==> config.mk <==
export PLATFORM = sky130hd
export DESIGN_NAME = inst_fetch
export DESIGN_NICKNAME = d
export VERILOG_FILES = /design/src/rtl/fetch_pkg.sv /design/src/rtl/fetch_queue.sv /design/src/rtl/inst_fetch.sv
export SDC_FILE = /design/constraint.sdc
export NUM_CORES = 1
export LEC_CHECK = 0
export BUFFER_PORTS_ARGS = -buffer_cell sky130_fd_sc_hd__buf_2
export CAP_MARGIN = 40
export CELL_PAD_IN_SITES_DETAIL_PLACEMENT = 0
export CELL_PAD_IN_SITES_GLOBAL_PLACEMENT = 2
export CORE_MARGIN = 2
export CORE_UTILIZATION = 40
export CTS_BUF_LIST = sky130_fd_sc_hd__clkbuf_8
export CTS_CLUSTER_DIAMETER = 30
export DETAILED_ROUTE_END_ITERATION = 8
export HOLD_SLACK_MARGIN = 0.05
export MAX_ROUTING_LAYER = met4
export PLACE_DENSITY_LB_ADDON = 0.1
export SLEW_MARGIN = 30
export SYNTH_ARGS = -nofsm -noshare
export SYNTH_HDL_FRONTEND = slang
export SYNTH_SLANG_ARGS = --single-unit
==> constraint.sdc <==
create_clock -name clk -period 6.45 [get_ports clk]
set_input_delay 0.3225 -clock clk [delete_from_list [all_inputs] [get_ports clk]]
set_output_delay 0.3225 -clock clk [all_outputs]
set_load 0.01 [all_outputs]
==> src/rtl/fetch_pkg.sv <==
`timescale 1ns/1ps
// fetch_pkg
// Shared types and constants for the instruction fetch stage.
//   fetch_entry_t    : one fetch queue slot {pc, data, filled, stale}
//   RESET_PC_DEFAULT : default first fetch address after reset
//   PC_STEP          : byte increment between sequential fetches
package fetch_pkg;

    localparam logic [31:0] RESET_PC_DEFAULT = 32'h0000_0000;
    localparam logic [31:0] PC_STEP          = 32'd4;

    typedef struct packed {
        logic [31:0] pc;
        logic [31:0] data;
        logic        filled;
        logic        stale;
    } fetch_entry_t;

endpackage

==> src/rtl/fetch_queue.sv <==
`timescale 1ns/1ps
// fetch_queue
// Circular buffer pairing each issued fetch address with its returned word.
// Entries are allocated when a request is accepted, filled in order as
// responses arrive, and popped from the head. Stale heads drain silently.
// Ports:
//   clk, rst_n            clock, async active-low reset
//   i_alloc, i_alloc_pc   allocate next slot for an accepted request
//   i_fill, i_fill_data   memory response for the oldest unfilled slot
//   i_mark_stale          mark every slot stale (redirect)
//   i_pop_ready           consumer accepts the presented head
//   o_full                occupancy == DEPTH (registered)
//   o_head_valid          head is filled and not stale
//   o_head_data/o_head_pc head contents
module fetch_queue
    import fetch_pkg::*;
#(
    parameter int DEPTH = 4
) (
    input  logic        clk,
    input  logic        rst_n,
    input  logic        i_alloc,
    input  logic [31:0] i_alloc_pc,
    input  logic        i_fill,
    input  logic [31:0] i_fill_data,
    input  logic        i_mark_stale,
    input  logic        i_pop_ready,
    output logic        o_full,
    output logic        o_head_valid,
    output logic [31:0] o_head_data,
    output logic [31:0] o_head_pc
);

    localparam int PW = $clog2(DEPTH);
    localparam int CW = PW + 1;

    fetch_entry_t   r_q [DEPTH];
    logic [PW-1:0]  r_alloc_ptr;
    logic [PW-1:0]  r_fill_ptr;
    logic [PW-1:0]  r_head_ptr;
    logic [CW-1:0]  r_occ;
    logic [CW-1:0]  r_pending;

    fetch_entry_t   w_head;
    logic           w_head_live;
    logic           w_alloc;
    logic           w_fill;
    logic           w_pop;

    assign w_head      = r_q[r_head_ptr];
    assign w_head_live = (r_occ != '0) && w_head.filled;
    // Stale heads leave without waiting for the consumer.
    assign w_pop       = w_head_live && (w_head.stale || i_pop_ready);
    assign w_alloc     = i_alloc && (r_occ != CW'(DEPTH));
    // A response with nothing outstanding is dropped.
    assign w_fill      = i_fill && (r_pending != '0);

    assign o_full       = (r_occ == CW'(DEPTH));
    assign o_head_valid = w_head_live && !w_head.stale;
    assign o_head_data  = w_head.data;
    assign o_head_pc    = w_head.pc;

    always_ff @(posedge clk or negedge rst_n) begin
        if (!rst_n) begin
            for (int i = 0; i < DEPTH; i++) begin
                r_q[i] <= '0;
            end
            r_alloc_ptr <= '0;
            r_fill_ptr  <= '0;
            r_head_ptr  <= '0;
            r_occ       <= '0;
            r_pending   <= '0;
        end else begin
            // Free slots may pick up the flag too; alloc rewrites it below.
            if (i_mark_stale) begin
                for (int i = 0; i < DEPTH; i++) begin
                    r_q[i].stale <= 1'b1;
                end
            end
            // The alloc slot is always free, so it never collides with fill or head.
            if (w_alloc) begin
                r_q[r_alloc_ptr] <= '{pc: i_alloc_pc, data: 32'h0, filled: 1'b0, stale: i_mark_stale};
                r_alloc_ptr      <= r_alloc_ptr + PW'(1);
            end
            if (w_fill) begin
                r_q[r_fill_ptr].data   <= i_fill_data;
                r_q[r_fill_ptr].filled <= 1'b1;
                r_fill_ptr             <= r_fill_ptr + PW'(1);
            end
            if (w_pop) begin
                r_head_ptr <= r_head_ptr + PW'(1);
            end
            r_occ     <= r_occ + CW'(w_alloc) - CW'(w_pop);
            r_pending <= r_pending + CW'(w_alloc) - CW'(w_fill);
        end
    end

    a_no_orphan_rsp: assert property (@(posedge clk) disable iff (!rst_n)
        !(i_fill && (r_pending == '0)));

endmodule

==> src/rtl/inst_fetch.sv <==
`timescale 1ns/1ps
// inst_fetch
// Instruction fetch stage: owns the fetch PC, issues word requests to
// instruction memory and hands {pc, word} pairs to decode via valid/ready.
// A redirect retargets the PC and marks every queued/in-flight fetch stale.
// Ports:
//   clk, rst_n                       clock, async active-low reset
//   imem_req_valid/ready/addr        request channel to instruction memory
//   imem_rsp_valid/data              in-order response, no backpressure
//   redirect_valid/pc                control-flow change from execute
//   inst_valid/ready, inst_out/pc    instruction channel to decode
module inst_fetch
    import fetch_pkg::*;
#(
    parameter logic [31:0] RESET_PC = RESET_PC_DEFAULT,
    parameter int          DEPTH    = 4
) (
    input  logic        clk,
    input  logic        rst_n,
    output logic        imem_req_valid,
    input  logic        imem_req_ready,
    output logic [31:0] imem_req_addr,
    input  logic        imem_rsp_valid,
    input  logic [31:0] imem_rsp_data,
    input  logic        redirect_valid,
    input  logic [31:0] redirect_pc,
    output logic        inst_valid,
    input  logic        inst_ready,
    output logic [31:0] inst_out,
    output logic [31:0] inst_pc
);

    logic [31:0] r_fetch_pc;
    logic        r_started;

    logic        w_full;
    logic        w_accept;
    logic [31:0] w_redirect_pc;
    logic        w_unused_lsbs;

    // Low address bits of a redirect target are ignored.
    assign w_redirect_pc = {redirect_pc[31:2], 2'b00};
    assign w_unused_lsbs = ^redirect_pc[1:0];

    // Held low until the first edge after reset; then purely from the
    // registered occupancy, so inst_ready has no path to the request.
    assign imem_req_valid = r_started && !w_full;
    assign imem_req_addr  = r_fetch_pc;
    assign w_accept       = imem_req_valid && imem_req_ready;

    always_ff @(posedge clk or negedge rst_n) begin
        if (!rst_n) begin
            r_fetch_pc <= RESET_PC;
            r_started  <= 1'b0;
        end else begin
            r_started <= 1'b1;
            if (redirect_valid) begin
                r_fetch_pc <= w_redirect_pc;
            end else if (w_accept) begin
                r_fetch_pc <= r_fetch_pc + PC_STEP;
            end
        end
    end

    fetch_queue #(
        .DEPTH (DEPTH)
    ) u_queue (
        .clk          (clk),
        .rst_n        (rst_n),
        .i_alloc      (w_accept),
        .i_alloc_pc   (r_fetch_pc),
        .i_fill       (imem_rsp_valid),
        .i_fill_data  (imem_rsp_data),
        .i_mark_stale (redirect_valid),
        .i_pop_ready  (inst_ready),
        .o_full       (w_full),
        .o_head_valid (inst_valid),
        .o_head_data  (inst_out),
        .o_head_pc    (inst_pc)
    );

endmodule

==> impl_metrics.yaml <==
synthesis:
  mappedNetlistArea_um2: 13330
  ys_seq_elements: 299
  syn-mean-instance-area_um2: 14.19
  synthesis.yosys.warnings: 0
  synthDistinctLibCells: 46
  synth_sequential_area_ratio: 0.5614
  netlist_instances: 939
  synth_edf_count: 0
  synth-main-ff-cell: "dfrtp_1"
  async_flop_share: 1.000
place:
  number_of_port_buffers: 161
  dp_hpwl_um: 20130
  place_congestion: 0.6908
  dp_cells: 1481
critical_path:
  worstSetupEndpointType: "output port"
  worstPathArrival_ns: 2.81
  reg2reg_setup_slack_ns: 3.53
  reg2reg_depth: 10
  cp_data_required_time_ns: 6.13
  cpLargestDelayFamily: "buffers and inverters"
  worst-path-buf-inv: 3
  critical_path.cell_chain: "buf_4 > buf_16 > mux4_2 > buf_2"
  worst_path_slowest_cell: "dfrtp_4"
  crit-reg2reg-capture: "u_queue.r_occ[2]$_DFF_PN0_"
  slowest_delay_ns: 0.76
  worst_r2r_startpoint: "u_queue.r_head_ptr[1]$_DFFE_PN0P_"
  cp-start-kind: "flip-flop"
  cp_max_fo: 29
  critical_path_class: "reg -> out"
timing:
  timing.final.hold_violations: 0
  finalSetupViolations: 0
  fin_crit_ns: 3.132
  setup_tns_ns: 0
  timing.slew.headroom: 0.4001
  worst_pin_slew_ns: 0.8998
  min_period_over_period: 0.4856
  achievable_freq_ghz: 0.3193
  grt_setup_unrepaired: "no"
  final_max_slew_viol_count: 0
  clock_skew_ns: 0.01885
clocking:
  htree_levels: 3
  clockRootBuffer: "clkbuf_8"
  cts.reportedPaths.clkPinSlew_ns: 0.05
  clock_path_buffers: 3
  tritoncts: "done"
  latest_clock_arrival_within_the_worst_skew_pair_ns: 0.60
  post_cts_resize_count: 0
  hold_buffers: 62
  cts.sink_count: 299
  cts_post_setup_buffers_inserted: 0
  cts_buffers: 78
die:
  core_um2: 32700
  chipWidth_um: 186.5
  initial_utilization: 0.4075
  floorplan.rows: 66
  die_h_um: 186.5
  floorplan.io_pins: 168
  die-area_um2: 34790
route:
  routed_wirelength_um: 35130
  remaining_drc_errors: 0
  firstDrtPassIters: 5
  avgRoutedWirePerCell_um: 20.81
  vias_per_cell: 5.399
  routed-via-count: 9114
  detail-route-antenna-nets: 0
  initialDrtViolationCount: 539
global_route:
  initial_antenna_violation_count: 1
  grt_first_pass_wirelength_um: 56350
  globalRouteOverflowTotal: 0
  gr-usage-all-layers: 0.2124
  grt_start_max_net_pins: 154
  grt_pass1_vias: 9835
min_path:
  min_delay_path_depth: 4
  hold-path-endpoint: "imem_req_addr[29]$_DFFE_PN0P_"
  hold_path.class: "in -> reg"
  hold_path.startpoint: "redirect_pc[29]"
run_status:
  run_status: "completed"
cells_and_area:
  post_route_cells_drive_above_1_share: 0.4096
  layout.filler_cells: 2927
  commonest_cells_after_routing_fill_and_taps_aside: "297 x dfrtp_1, 160 x buf_2, 129 x a22o_1"
  final_nets: 1265
  instances_no_fill: 1688
  layout_commonest_cell: "dfrtp_1"
  syn2layout_area_growth_pct: 27.68
flow_run:
  cap_viol_max_count: 0
power_and_ir_drop:
  vdd_ir_drop_max_uv: 227.3
  static-leakage-power_nw: 7.681
  cellPowerDensity_nw_per_um2: 519.5
[report_power, final]
part           internal, W  switching, W
combinational      0.00164       0.00133
clock              0.00171      0.000982
sequential         0.00266      0.000521
[flip-flops by register name, summed over array words and instances, names as in the netlist]
register             cells
u_queue.r_q            256
imem_req_addr           30
u_queue.r_occ            3
u_queue.r_pending        3
u_queue.r_alloc_ptr      2
u_queue.r_fill_ptr       2
u_queue.r_head_ptr       2
r_started                1
[kinds of logic after synthesis]
group	share of synthesized area
other cells	0.0005635
compound gates	0.1189
simple gates	0.05323
fa+ha+maj	0.01333
flops	0.5614
mux	0.2111
xor+xnor	0.009858
buf+inv	0.03164
[routing by layer]
layer	global-route usage	routed length, µm	vias to the layer above
li1	-	-	4101
met1	0.2768	15550	4716
met2	0.3305	17240	242
met3	0.04871	1716	55
met4	0.06960	620	0
met5	-	0	-
[worst max-delay path by stage]
stage                                                 start                         end  slack (ns)  cells past startpoint
after CTS                 u_queue.r_head_ptr[1]$_DFFE_PN0P_                inst_out[19]        3.18                      3
final                     u_queue.r_head_ptr[0]$_DFFE_PN0P_                 inst_pc[27]        3.32                      4
after floorplan           u_queue.r_head_ptr[1]$_DFFE_PN0P_  u_queue.r_occ[2]$_DFF_PN0_        3.76                     11
after global routing      u_queue.r_head_ptr[0]$_DFFE_PN0P_                 inst_pc[27]        3.12                      4
after global placement    u_queue.r_head_ptr[1]$_DFFE_PN0P_  u_queue.r_occ[2]$_DFF_PN0_        3.51                     10
after detailed placement  u_queue.r_head_ptr[1]$_DFFE_PN0P_  u_queue.r_occ[2]$_DFF_PN0_        3.53                     10
[metrics by stage]
stage / setup WS (ns) / power [W] / util / cell area [µm²] / hold slack [ns]
after global placement: 3.514 / 0.006091 / 0.4435 / 14500 / 0.3401
final: 3.318 / 0.008839 / 0.5203 / 17020 / 0.1136
after floorplan: 3.757 / 0.005126 / - / 13340 / 0.02691
after global routing: 3.117 / 0.009391 / 0.5203 / 17020 / 0.09492
after CTS: 3.180 / 0.008965 / 0.5196 / 16990 / 0.07679
after detailed placement: 3.527 / 0.006170 / 0.4455 / 14570 / 0.3351
[worst reg2reg max path, delay by kind of cell (launching register included)]
kind                       cells  cell delay, ns
muxes                          1            0.58
and+or+nand+nor                1            0.14
xor gates and xnor gates       2            0.32
DFF                            1            0.71
buffers and inverters          2            0.11
AOI/OAI and AO/OA              1            0.14
adders and majority gates      3            0.85
[area by class of cell]
class | count | area (µm²) | share of cell area
sequential | 299 | 7490 | 0.4402
multi-input combinational | 544 | 5449 | 0.3202
timing repair buffer | 244 | 1659 | 0.09751
clock buffer | 91 | 1252 | 0.07361
tap | 442 | 553.0 | 0.03250
clock inverter | 52 | 551.8 | 0.03243
inverter | 15 | 57.56 | 0.003383
antenna | 1 | 2.502 | 0.0001471
[synthesized netlist by cell type (2+ instances only)]
cell      number  area, µm²
a21o_1         8      60.06
a21oi_1        5      25.02
a22o_1       129       1130
a31oi_1       15      93.84
and2_1         7      43.79
and3_1         6      37.54
and4_1         5      43.79
buf_1         17      63.81
buf_2         12      60.06
buf_4          5      37.54
buf_6          2      22.52
clkbuf_1      47      176.4
conb_1         2      7.510
dfrtp_1      299       7482
fa_1           2      40.04
ha_1          11      137.6
inv_1         14      52.55
mux2_2       120       1351
mux2i_1        2      20.02
mux4_2        64       1441
nand2_1       30      112.6
nand3_1       15      75.07
nand4_1       10      62.56
nor2_1        20      75.07
nor2b_1        2      12.51
nor4_1         2      12.51
nor4b_1        2      17.52
o211ai_1       5      37.54
o21ai_0       15      75.07
o31a_1         3      26.28
o31ai_1       16      120.1
or3_1          2      12.51
or4_1         19      142.6
xnor2_1       10      87.58
xor2_1         5      43.79
Power figures use the tool's default switching activity.
